===== src/rtl/alu_iter_seq.sv =====
// alu_iter_seq: multi-cycle command sequencer wrapped around an external
// combinational ALU. It performs unsigned divide by repeated subtraction and
// a 4-bit pattern-occurrence count over an 8-bit word, owning the ALU inputs
// while busy and returning results over a second valid/ready port.
//
// Handshakes: a transfer happens on a rising clk edge where both valid and
// ready are high. cmd_ready is high only in IDLE. rsp_valid is high only in
// DONE, and the response fields stay stable until rsp_ready is seen high.
module alu_iter_seq #(
    parameter logic [2:0] OP_SUB  = 3'b001,
    parameter logic [2:0] OP_SRL  = 3'b011,
    parameter logic [2:0] OP_IDLE = 3'b000
) (
    input  logic       clk,
    input  logic       reset_n,
    input  logic       cmd_valid,
    output logic       cmd_ready,
    input  logic       cmd_op,
    input  logic [7:0] cmd_a,
    input  logic [7:0] cmd_b,
    input  logic [3:0] cmd_pat,
    output logic       rsp_valid,
    input  logic       rsp_ready,
    output logic [7:0] rsp_q,
    output logic [7:0] rsp_r,
    output logic       rsp_err,
    output logic       busy,
    output logic [2:0] alu_op,
    output logic [7:0] alu_a,
    output logic [7:0] alu_b,
    output logic       alu_ci,
    input  logic [7:0] alu_out,
    input  logic       alu_co,
    output logic [1:0] state_dbg
);

    typedef enum logic [1:0] {
        S_IDLE   = 2'd0,
        S_DIV_IT = 2'd1,
        S_PAT_IT = 2'd2,
        S_DONE   = 2'd3
    } state_t;

    state_t state, state_nxt;

    // work holds the running remainder (DIV) or the shifting window (PAT)
    logic [7:0] work;
    logic [7:0] divisor;
    logic [3:0] pattern;
    logic [7:0] quot;
    logic [2:0] cnt;
    logic [2:0] match;
    logic       hit;
    logic [2:0] match_nxt;

    // The current window compares against the pattern before being shifted
    assign hit       = (work[3:0] == pattern);
    assign match_nxt = match + {2'b00, hit};
    assign state_dbg = state;

    // State register: reset aborts any operation back to IDLE
    always_ff @(posedge clk) begin
        if (!reset_n) begin
            state <= S_IDLE;
        end else begin
            state <= state_nxt;
        end
    end

    // Next-state logic
    always_comb begin
        state_nxt = state;
        case (state)
            S_IDLE: begin
                if (cmd_valid) begin
                    if (cmd_op) begin
                        state_nxt = S_PAT_IT;
                    end else if (cmd_b == 8'd0) begin
                        state_nxt = S_DONE;
                    end else begin
                        state_nxt = S_DIV_IT;
                    end
                end
            end
            S_DIV_IT: begin
                // A borrow means the remainder is already below the divisor
                if (alu_co) begin
                    state_nxt = S_DONE;
                end
            end
            S_PAT_IT: begin
                if (cnt == 3'd4) begin
                    state_nxt = S_DONE;
                end
            end
            S_DONE: begin
                if (rsp_ready) begin
                    state_nxt = S_IDLE;
                end
            end
            default: state_nxt = S_IDLE;
        endcase
    end

    // Outputs: handshake flags and ALU drive decoded from the current state
    always_comb begin
        cmd_ready = 1'b0;
        rsp_valid = 1'b0;
        busy      = 1'b1;
        alu_op    = OP_IDLE;
        alu_a     = 8'd0;
        alu_b     = 8'd0;
        alu_ci    = 1'b0;
        case (state)
            S_IDLE: begin
                cmd_ready = 1'b1;
                busy      = 1'b0;
            end
            S_DIV_IT: begin
                alu_op = OP_SUB;
                alu_a  = work;
                alu_b  = divisor;
            end
            S_PAT_IT: begin
                alu_op = OP_SRL;
                alu_a  = work;
            end
            S_DONE: begin
                rsp_valid = 1'b1;
            end
            default: begin
                busy = 1'b1;
            end
        endcase
    end

    // Datapath: operand capture, iteration updates and response latching
    always_ff @(posedge clk) begin
        if (!reset_n) begin
            work    <= 8'd0;
            divisor <= 8'd0;
            pattern <= 4'd0;
            quot    <= 8'd0;
            cnt     <= 3'd0;
            match   <= 3'd0;
            rsp_q   <= 8'd0;
            rsp_r   <= 8'd0;
            rsp_err <= 1'b0;
        end else begin
            case (state)
                S_IDLE: begin
                    if (cmd_valid) begin
                        work    <= cmd_a;
                        divisor <= cmd_b;
                        pattern <= cmd_pat;
                        quot    <= 8'd0;
                        cnt     <= 3'd0;
                        match   <= 3'd0;
                        // Divide by zero skips iteration and reports directly
                        if (!cmd_op && (cmd_b == 8'd0)) begin
                            rsp_q   <= 8'hFF;
                            rsp_r   <= cmd_a;
                            rsp_err <= 1'b1;
                        end
                    end
                end
                S_DIV_IT: begin
                    if (!alu_co) begin
                        work <= alu_out;
                        quot <= quot + 8'd1;
                    end else begin
                        rsp_q   <= quot;
                        rsp_r   <= work;
                        rsp_err <= 1'b0;
                    end
                end
                S_PAT_IT: begin
                    match <= match_nxt;
                    work  <= alu_out;
                    cnt   <= cnt + 3'd1;
                    // The fifth window's compare is folded into the result
                    if (cnt == 3'd4) begin
                        rsp_q   <= 8'd0;
                        rsp_r   <= {5'd0, match_nxt};
                        rsp_err <= 1'b0;
                    end
                end
                default: begin
                    work <= work;
                end
            endcase
        end
    end

endmodule


===== config.mk =====
export PLATFORM = sky130hd
export DESIGN_NAME = alu_iter_seq
export DESIGN_NICKNAME = d
export VERILOG_FILES = /design/src/rtl/alu_iter_seq.sv
export SDC_FILE = /design/constraint.sdc
export NUM_CORES = 1
export LEC_CHECK = 0
export CAP_MARGIN = 0
export CORE_MARGIN = 1.5
export CORE_UTILIZATION = 50
export CTS_BUF_LIST = sky130_fd_sc_hd__clkbuf_4
export CTS_CLUSTER_SIZE = 24
export DETAILED_ROUTE_END_ITERATION = 7
export PLACE_DENSITY = 0.79
export SLEW_MARGIN = 30
export SYNTH_ARGS = -nofsm -noshare
export SYNTH_HDL_FRONTEND = slang
export SYNTH_SLANG_ARGS = --single-unit

===== constraint.sdc =====
create_clock -name clk -period 2.4 [get_ports clk]
set_input_delay 0.48 -clock clk [delete_from_list [all_inputs] [get_ports clk]]
set_output_delay 0.48 -clock clk [all_outputs]
set_load 0.01 [all_outputs]

# Word-level counts from Yosys, hierarchy flattened
# Cells that the tools add are included.
# totals
inputBits,34
register_bits,53
# classes
n_eq_ne,11
muxes,37
reduce_logical,14
add_sub_neg,3
# op_table
op,n
$mux W8,14
$pmux W8 S3,3
$pmux W8 S2,1
$mux W2,6
$ne A2 B2 Y1 const B,6
$pmux W3 S2,2
$add A8 B1 Y8 const B,1
$logic_not A8 Y1,1
$pmux W2 S4,1
$mux W1,7
$reduce_and A3 Y1,2
$reduce_and A5 Y1,1
$eq A2 B2 Y1 const B,2
$eq A4 B4 Y1,1
$pmux W2 S2,1
$reduce_and A2 Y1,2
$reduce_and A4 Y1,1
$reduce_bool A2 Y1,2
$add A3 B1 Y3,1
$add A3 B1 Y3 const B,1
$eq A3 B3 Y1 const B,1
$mux W3,1
$pmux W1 S3,1
$reduce_bool A3 Y1,1
other kinds (5),5

# Longest topological paths before layout
# Gate-level depths: netlist of run 1.
# depth
ltp_word,5
ltp_mapped,9

# Worst setup path before layout of run 1
# No wires, ideal clock.
# synth_timing
kind,reg-to-reg
startpoint,reg state[0] (netlist: state_dbg[0])
endpoint,reg quot[6]
path_stages_with_launch,8
period_less_slack_ns,2.230
arrival_ns,2.157
path_slack_ns,0.170
setup_ns,0.073
cell_sequence,dfxtp_1 inv_1 ha_1 nor2b_1 or4_1 buf_2 or4_1 a21oi_1
# synth_between
elab_chain_len,3
# synth_lines
element,line_no,text
"start, declared",44,"state_t state, state_nxt;"
"start signal, assigned",66,state <= state_nxt;
$eq A2 B1 Y1 / $logic_not A2 Y1 (equally long branches),150,case (state)
$ne A2 B2 Y1 (no line) / $reduce_bool A2 Y1 (equally long branches),-,
$reduce_and A3 Y1 (no line),-,
"end signal, assigned",170,quot <= quot + 8'd1;
"end, declared",50,logic [7:0] quot;
# Several ways; a longest one is shown, not always the timed one.
# A chain may end at the register's enable or synchronous reset.

# Final worst setup path of run 1
# layout_timing
startpoint,reg state[1] (netlist: state_dbg[1])
endpoint,out busy
# layout_between
elab_chain_len,2
# layout_lines
element,line_no,text
$logic_not A2 Y1,114,case (state)
$mux W1,114,
"end, declared",27,"output logic busy,"
# No other way between the ends.

==> results of run 1 <==
-- metal layers --
metal  part of all wire  up-vias  global-route usage
met4              0.011        0              0.0564
met2               0.50       76               0.419
met5                  0        -                   0
met1               0.44     1187               0.305
met3              0.043        8              0.0476
li1                   -     1304                   -
-- state kept, by name, summed over array words and instances (netlist names) --
signal / count
rsp_q: 8
quot: 8
cnt: 3
state_dbg: 2
divisor: 8
rsp_r: 8
work: 8
match: 3
pattern: 4
rsp_err: 1
-- worst max-delay path: stages, from the launching register on --
cell             delay, ns
dfxtp_2               0.35
inv_1                 0.10
ha_4                  0.19
buf_4                 0.17
inv_1                 0.08
clkdlybuf4s50_1       0.53
-- power breakdown --
| group | total (mW) | switching, mW | internal [mW] |
|---|---|---|---|
| Clock | 0.483 | 0.271 | 0.213 |
| Combinational | 1.55 | 0.781 | 0.767 |
| Sequential | 1.17 | 0.129 | 1.04 |
-- synth_stat cells --
cell | number | area [um2]
a2111oi_1 | 1 | 10.0
a211oi_1 | 3 | 22.5
a21boi_0 | 1 | 7.51
a21oi_1 | 23 | 115
a221o_1 | 3 | 30.0
a32oi_1 | 3 | 26.3
and2_1 | 19 | 119
and3_1 | 1 | 6.26
buf_1 | 2 | 7.51
buf_2 | 4 | 20.0
buf_4 | 2 | 15.0
buf_6 | 1 | 11.3
clkbuf_1 | 17 | 63.8
clkinv_1 | 1 | 3.75
conb_1 | 1 | 3.75
dfxtp_1 | 53 | 1060
ha_1 | 10 | 125
inv_1 | 14 | 52.6
mux2i_1 | 21 | 210
nand2_1 | 59 | 221
nand2b_1 | 9 | 56.3
nand3_1 | 16 | 80.1
nand3b_1 | 1 | 7.51
nand4_1 | 1 | 6.26
nand4b_1 | 1 | 8.76
nor2_1 | 11 | 41.3
nor2_2 | 1 | 6.26
nor2b_1 | 5 | 31.3
nor3_1 | 3 | 15.0
nor3b_1 | 2 | 15.0
nor4_1 | 3 | 18.8
o211a_1 | 5 | 50.1
o211ai_1 | 8 | 60.1
o21ai_0 | 15 | 75.1
o22ai_1 | 1 | 6.26
o31ai_1 | 3 | 22.5
or2b_1 | 1 | 7.51
or3_1 | 2 | 12.5
or4_1 | 5 | 37.5
xnor2_1 | 2 | 17.5
xor2_1 | 5 | 43.8
-- cell families after synthesis --
kind of cell	synth area share
compound gates	0.155
xor+xnor	0.0223
buf+inv	0.0632
fa+ha+maj	0.0455
other cells	0.00136
simple gates	0.251
flops	0.386
mux	0.0764
-- layout make-up --
class,count,area share
clock buffer,5,0.00997
clock inverter,2,0.00931
inverter,15,0.0150
multi-input combinational,246,0.410
sequential,53,0.282
tap,70,0.0233
timing repair buffer,95,0.250
-- per-stage QoR --
step	worst slack [ns]	instances	power [mW]
after floorplan	0.170	340	2.04
after global placement	0.130	475	2.59
after detailed placement	0.0515	475	2.61
after CTS	0.0227	486	3.20
after global routing	0.0212	486	3.42
final	0.140	486	3.20
-- path summary, 6_finish.rpt --
check             cells after the start                 startpoint  slack (ns)                 endpoint
setup reg to reg                      7  state_dbg[0]$_SDFFE_PN0P_        0.30     quot[5]$_SDFFE_PN0P_
setup / recovery                      5  state_dbg[1]$_SDFFE_PN0P_        0.14                     busy
hold / removal                        2    divisor[6]$_SDFFE_PN0P_        0.46  divisor[6]$_SDFFE_PN0P_
hold reg to reg                       2    divisor[6]$_SDFFE_PN0P_        0.46  divisor[6]$_SDFFE_PN0P_
-- timing repair --
action,4_1_cts,5_1_grt
hold buffers,0,0
resized for setup,7,9
buffers inserted,4,0
endpoints found under the hold margin,0,0
endpoints found under the setup margin,18,16
==> impl_metrics.yaml, run 1 <==
cells_and_area:
  drive_above_1_share: 0.0817
  nFillCells: 407
  multi_input_area_um2: 1550
  syn_to_final_growth_pct: 36.8
  final_cell_area_um2: 3760
  fin_nets: 460
  utilization: 0.723
  final_cell_mix: "clkdlybuf4s50_1, nand2_1, dfxtp_1"
  seq_area_um2: 1060
  final_common_cell: "clkdlybuf4s50_1"
  diodes: 0
clock_network:
  cts_max_path_buffers: 2
  cts.htree.levels: 2
  cts_tree: "yes"
  cts_buffers: 5
  path_clk_slew_ns: 0.14
  cts_root_buf: "clkbuf_4"
  clk_latency_ns: 0.37
  cts.sinks: 53
global_routing:
  first_global_vias: 2488
  grt_pass1_wl_um: 11700
  grt_remaining_overflow: 0
  grtUsageTotal: 0.241
  antenna_found_initial: 0
  grt_max_degree: 29
timing:
  setup-tns-final_ns: 0
  tightestPinTransition_ns: 0.723
  fmax_mhz: 443
  hold_viol_final: 0
  final.setup_skew_ns: 0.00790
  finalCriticalPeriod_ns: 2.26
  finalSetupViolCount: 0
  fin_crit_sh: 0.942
  grt_setup_unrepaired: "no"
  slew_viol_final: 0
  whs_ns: 0.460
  relSlewSlack: 0.513
detailed_routing:
  routedWlPerCell_um: 14.3
  drtPass1Iterations: 5
  wirelength_um: 6960
  vias: 2575
  drc: 0
  vias_per_cell: 5.30
  drtAntennaViolNets: 0
  drt_iter0_drc: 124
yosys:
  postSynthCellCount: 339
  ys_ff_latch: 53
  yosys.cell_types.count: 41
  yosysWarnings: 0
  ys_seq_area_frac: 0.386
  netlist_area_um2: 2750
  synth_area_per_cell_um2: 8.12
outcome:
  status: "finished, final reports clean"
setup_path:
  path_max_fanout: 10
  crit_required_ns: 1.92
  start_kind: "register"
  path_class: "register to output port"
  critPathArrivalTime_ns: 1.78
  end_kind: "output port"
placement:
  io_buffers: 73
  gp_congestion: 0.829
  dpl.hpwl_um: 4970
  placed_cell_area_um2: 3600
floorplanning:
  row_count: 26
  floorplan.initialDensity: 0.529
  fp.dieH_um: 77.2
  fp.dieArea_um2: 5960
  die_w_um: 77.2
  boundaryPins: 76
  core_area_um2: 5200
power:
  p_per_area_nw_per_um2: 851
  ir_worst_vdd_mv: 0.444
  power_leakage_nw: 1.72
run:
  drv_cap: 0
hold_path:
  hp-class: "register to register"
(Power assumes the default switching activity.)
==> inputs of run 2 (changes only) <==
- REMOVE_ABC_BUFFERS: unset -> 1
- SKIP_LAST_GASP: unset -> 1
- TNS_END_PERCENT: unset -> 10
==> impl_metrics.yaml, run 2 (synthesis results as in run 1) <==
outcome:
  status: "finished, violations left"
  violations: "negative setup slack"
power:
  p_per_area_nw_per_um2: 872
  power_leakage_nw: 1.59
  p_total_mw: 3.27
  ir_worst_vdd_mv: 0.741
floorplanning:
  fp.dieH_um: 77.2
  core_area_um2: 5200
  boundaryPins: 76
  floorplan.initialDensity: 0.529
  fp.dieArea_um2: 5960
  die_w_um: 77.2
  row_count: 26
placement:
  dp_slack_ns: -0.0575
  gp_congestion: 0.823
  io_buffers: 73
  place_inst: 473
  placed_cell_area_um2: 3610
  dpl.hpwl_um: 4540
timing:
  fin_ws_ns: -0.126
  whs_ns: 0.465
  setup-tns-final_ns: -1.04
  fin_crit_sh: 1.05
  tightestPinTransition_ns: 0.685
  fmax_mhz: 396
  finalSetupViolCount: 14
  hold_viol_final: 0
  relSlewSlack: 0.538
  finalCriticalPeriod_ns: 2.53
  grt_setup_unrepaired: "yes"
  final.setup_skew_ns: 0.0141
  slew_viol_final: 0
clock_network:
  cts_root_buf: "clkbuf_4"
  cts_hold_buffers: 0
  cts.htree.levels: 2
  cts_tree: "yes"
  path_clk_slew_ns: 0.16
  cts.sinks: 53
  cts_buffers: 5
  cts_max_path_buffers: 2
  clk_latency_ns: 0.38
setup_path:
  r2r_setup_slack_ns: 0.22
  path_max_fanout: 19
  critPathArrivalTime_ns: 2.05
  path_class: "register to output port"
  end_kind: "output port"
  start_kind: "register"
  crit_required_ns: 1.92
global_routing:
  grtUsageTotal: 0.234
  grt_max_degree: 35
  grt_pass1_wl_um: 11400
  first_global_vias: 2527
  antenna_found_initial: 0
  grt_remaining_overflow: 0
cells_and_area:
  seq_area_um2: 1070
  final_cell_area_um2: 3750
  fin_nets: 456
  nFillCells: 427
  final_common_cell: "clkdlybuf4s50_1"
  instances_no_fill: 483
  utilization: 0.721
  final_cell_mix: "clkdlybuf4s50_1, nand2_1, dfxtp_1"
  drive_above_1_share: 0.0775
  multi_input_area_um2: 1540
  syn_to_final_growth_pct: 36.3
  diodes: 0
detailed_routing:
  vias: 2586
  drc: 0
  wirelength_um: 6610
  drtAntennaViolNets: 0
  routedWlPerCell_um: 13.7
  vias_per_cell: 5.35
  drtPass1Iterations: 4
  drt_iter0_drc: 154
hold_path:
  hp-class: "register to register"
run:
  drv_cap: 0
## run 2: worst paths after layout
| check | startpoint | to | depth (start not counted) |
|---|---|---|---|
| max reg2reg | state_dbg[0]$_SDFFE_PN0P_ | quot[6]$_SDFFE_PN0P_ | 6 |
| max | state_dbg[0]$_SDFFE_PN0P_ | alu_a[0] | 5 |
| min reg2reg | divisor[4]$_SDFFE_PN0P_ | divisor[4]$_SDFFE_PN0P_ | 2 |
| min | divisor[4]$_SDFFE_PN0P_ | divisor[4]$_SDFFE_PN0P_ | 2 |
## run 2: layout make-up
type	count	share of cell area
clock buffers	5	0.0100
clock inverters	3	0.0123
inverters	15	0.0150
multi-input cells	246	0.411
flip-flops and latches	53	0.284
well taps	70	0.0233
repair buffers	91	0.244
## run 2: power by group
group	leakage (nW)	switching (mW)	internal, mW
sequential	0.433	0.124	1.05
clock	0.0414	0.299	0.221
combinational	1.12	0.773	0.806
total	1.59	1.20	2.07
## run 2: layer usage
metal	part of all wire	GRT usage	up-vias	wire length [um]
li1	-	-	1305	-
met1	0.45	0.286	1207	2970
met2	0.49	0.408	69	3220
met3	0.058	0.0571	5	383
met4	0.0067	0.0582	0	44
met5	0	0	-	0
## run 2: worst max-delay path: stages (launching register included)
cell and delay (ns):
dfxtp_4 0.40, inv_1 0.09, ha_4 0.32, buf_12 0.16
and2_1 0.15, clkdlybuf4s50_1 0.53
## run 2: repair_timing
action	4_1_cts	5_1_grt
endpoints found under the setup margin	18	17
buffers inserted	1	0
gates resized for setup	7	1
gates cloned	1	0
==> inputs of run 3 (changes only) <==
- CELL_PAD_IN_SITES_DETAIL_PLACEMENT: unset -> 1
- CELL_PAD_IN_SITES_GLOBAL_PLACEMENT: unset -> 1
- CORE_MARGIN: 1.5 -> unset
- CORE_UTILIZATION: 50 -> 36
- PLACE_DENSITY: 0.79 -> 0.78
==> impl_metrics.yaml, run 3 (synthesis results as in run 1) <==
outcome:
  status: "finished, violations left"
  violations: "negative setup slack"
power:
  ir_worst_vdd_mv: 0.353
  clock_power_share: 0.128
  power_frac_comb: 0.501
  swShare: 0.381
  pwr-share-seq: 0.371
  p_int_mw: 1.96
  power_switching_mw: 1.21
  power_leakage_nw: 1.59
  p_per_area_nw_per_um2: 842
timing:
  tightestPinTransition_ns: 0.703
  whs_ns: 0.462
  fin_ws_ns: -0.121
  grt_setup_unrepaired: "yes"
  finalCriticalPeriod_ns: 2.52
  relSlewSlack: 0.526
  slew_viol_final: 0
  fmax_mhz: 397
  finalSetupViolCount: 14
  hold_viol_final: 0
  final.setup_skew_ns: 0.00442
  setup-tns-final_ns: -1.28
  fin_crit_sh: 1.05
clock_network:
  clk_latency_ns: 0.38
  cts.htree.levels: 2
  path_clk_slew_ns: 0.15
  cts_hold_buffers: 0
  cts_max_path_buffers: 2
  cts_tree: "yes"
  post-cts-setup-buffers: 0
  cts_buffers: 5
  cts.sinks: 53
  cts_root_buf: "clkbuf_4"
global_routing:
  grt_pass1_wl_um: 12300
  first_global_vias: 2636
  grt_max_degree: 29
  grtUsageTotal: 0.200
  antenna_found_initial: 0
  grt_remaining_overflow: 0
hold_path:
  worstHoldStart: "divisor[2]$_SDFFE_PN0P_"
  holdPathStages: 2
  whs_endpoint: "divisor[2]$_SDFFE_PN0P_"
  hp-class: "register to register"
detailed_routing:
  vias_per_cell: 5.08
  routedWlPerCell_um: 14.8
  drtPass1Iterations: 4
  drt_iter0_drc: 70
  vias: 2605
  wirelength_um: 7570
  drtAntennaViolNets: 0
  drc: 0
floorplanning:
  die_w_um: 89.4
  fp.dieArea_um2: 8000
  floorplan.initialDensity: 0.375
  fp.dieH_um: 89.4
  row_count: 31
  core_area_um2: 7330
  boundaryPins: 76
setup_path:
  crit_required_ns: 1.92
  slowest_delay_ns: 0.53
  start_kind: "register"
  crit_buf_inv: 3
  path_max_fanout: 19
  r2r.worst_path.cells: 7
  r2r_setup_slack_ns: 0.14
  path_class: "register to output port"
  crit_path_cell_trace: "inv_1 > ha_4 > buf_12 > and2_1 > clkdlybuf4s50_1"
  r2r-start: "state_dbg[0]$_SDFFE_PN0P_"
  end_kind: "output port"
  critPathSlowestCell: "clkdlybuf4s50_1"
  r2r-end: "quot[7]$_SDFFE_PN0P_"
  crit_family: "buffers and inverters"
  critPathArrivalTime_ns: 2.04
cells_and_area:
  syn_to_final_growth_pct: 36.9
  fin_nets: 457
  final_common_cell: "clkdlybuf4s50_1"
  diodes: 0
  instances_no_fill: 513
  final_cell_area_um2: 3770
  utilization: 0.514
  drive_above_1_share: 0.0773
  final_cell_mix: "clkdlybuf4s50_1, nand2_1, dfxtp_1"
placement:
  io_buffers: 73
  place_inst: 504
  gp_congestion: 0.728
  placed_cell_area_um2: 3660
  dpl.hpwl_um: 5500
run:
  drv_cap: 0
-- run 3: cell count changes in the layout (fill, tap and decap cells not counted) --
cell and change:
clkinv_2 +1, clkinv_1 +1, clkinvlp_4 -1, buf_4 +1, bufinv_16 -1
-- run 3: power by group through the flow --
stage               Sequential, mW  Combinational (mW)  Clock, mW
global placement              1.18                1.46          0
CTS                           1.18                1.62      0.432
floorplan                     1.18               0.793          0
finish                        1.18                1.59      0.405
detailed placement            1.19                1.50          0
global route                  1.20                1.75      0.461
-- run 3: through the flow --
step | total power, mW | setup WS, ns
CTS | 3.22 | -0.169
global placement | 2.64 | 0.00702
global route | 3.41 | -0.206
floorplan | 1.97 | -0.343
detailed placement | 2.69 | -0.0582
finish | 3.17 | -0.121
-- run 3: worst max path at each step --
stage / from / end / slack, ns / cells past startpoint
2_1_floorplan: state_dbg[0]$_SDFFE_PN0P_ / rsp_err$_SDFFE_PN0P_ / -0.34 / 6
4_1_cts: state_dbg[1]$_SDFFE_PN0P_ / alu_b[7] / -0.17 / 5
3_5_place_dp: cmd_valid / quot[7]$_SDFFE_PN0P_ / -0.06 / 5
3_3_place_gp: cmd_valid / quot[6]$_SDFFE_PN0P_ / 0.007 / 5
5_1_grt: state_dbg[1]$_SDFFE_PN0P_ / alu_a[0] / -0.21 / 5
6_report: state_dbg[1]$_SDFFE_PN0P_ / alu_a[0] / -0.12 / 5
-- run 3: per-layer routing --
metal  vias to the layer above  routed length (um)  track usage  part of all wire
li1                       1299                   -            -                 -
met1                      1244                3350        0.234              0.44
met2                        54                3790        0.364              0.50
met3                         8                 332       0.0425             0.044
met4                         0                 103       0.0592             0.014
met5                         -                   0            0                 0
-- run 3: final cells by class --
type                       instances  area (um2)
clock buffer                       5        37.5
clock inverter                     3        17.5
fill                             880        3560
inverter                          15        56.3
multi-input combinational        246        1540
sequential                        53        1070
tap                               99         124
timing repair buffer              92         925
-- run 3: worst register-to-register path: cells and delay by family, from the launching register on --
family	cells	cell delay [ns]
adders and majority gates	1	0.16
AOI/OAI and AO/OA	1	0.15
DFF	1	0.39
buffers and inverters	2	0.30
and+or+nand+nor	3	1.20
-- run 3: repair_timing --
item	4_1_cts	5_1_grt
gates cloned	1	0
resized for setup	6	2
setup endpoints to repair	18	18
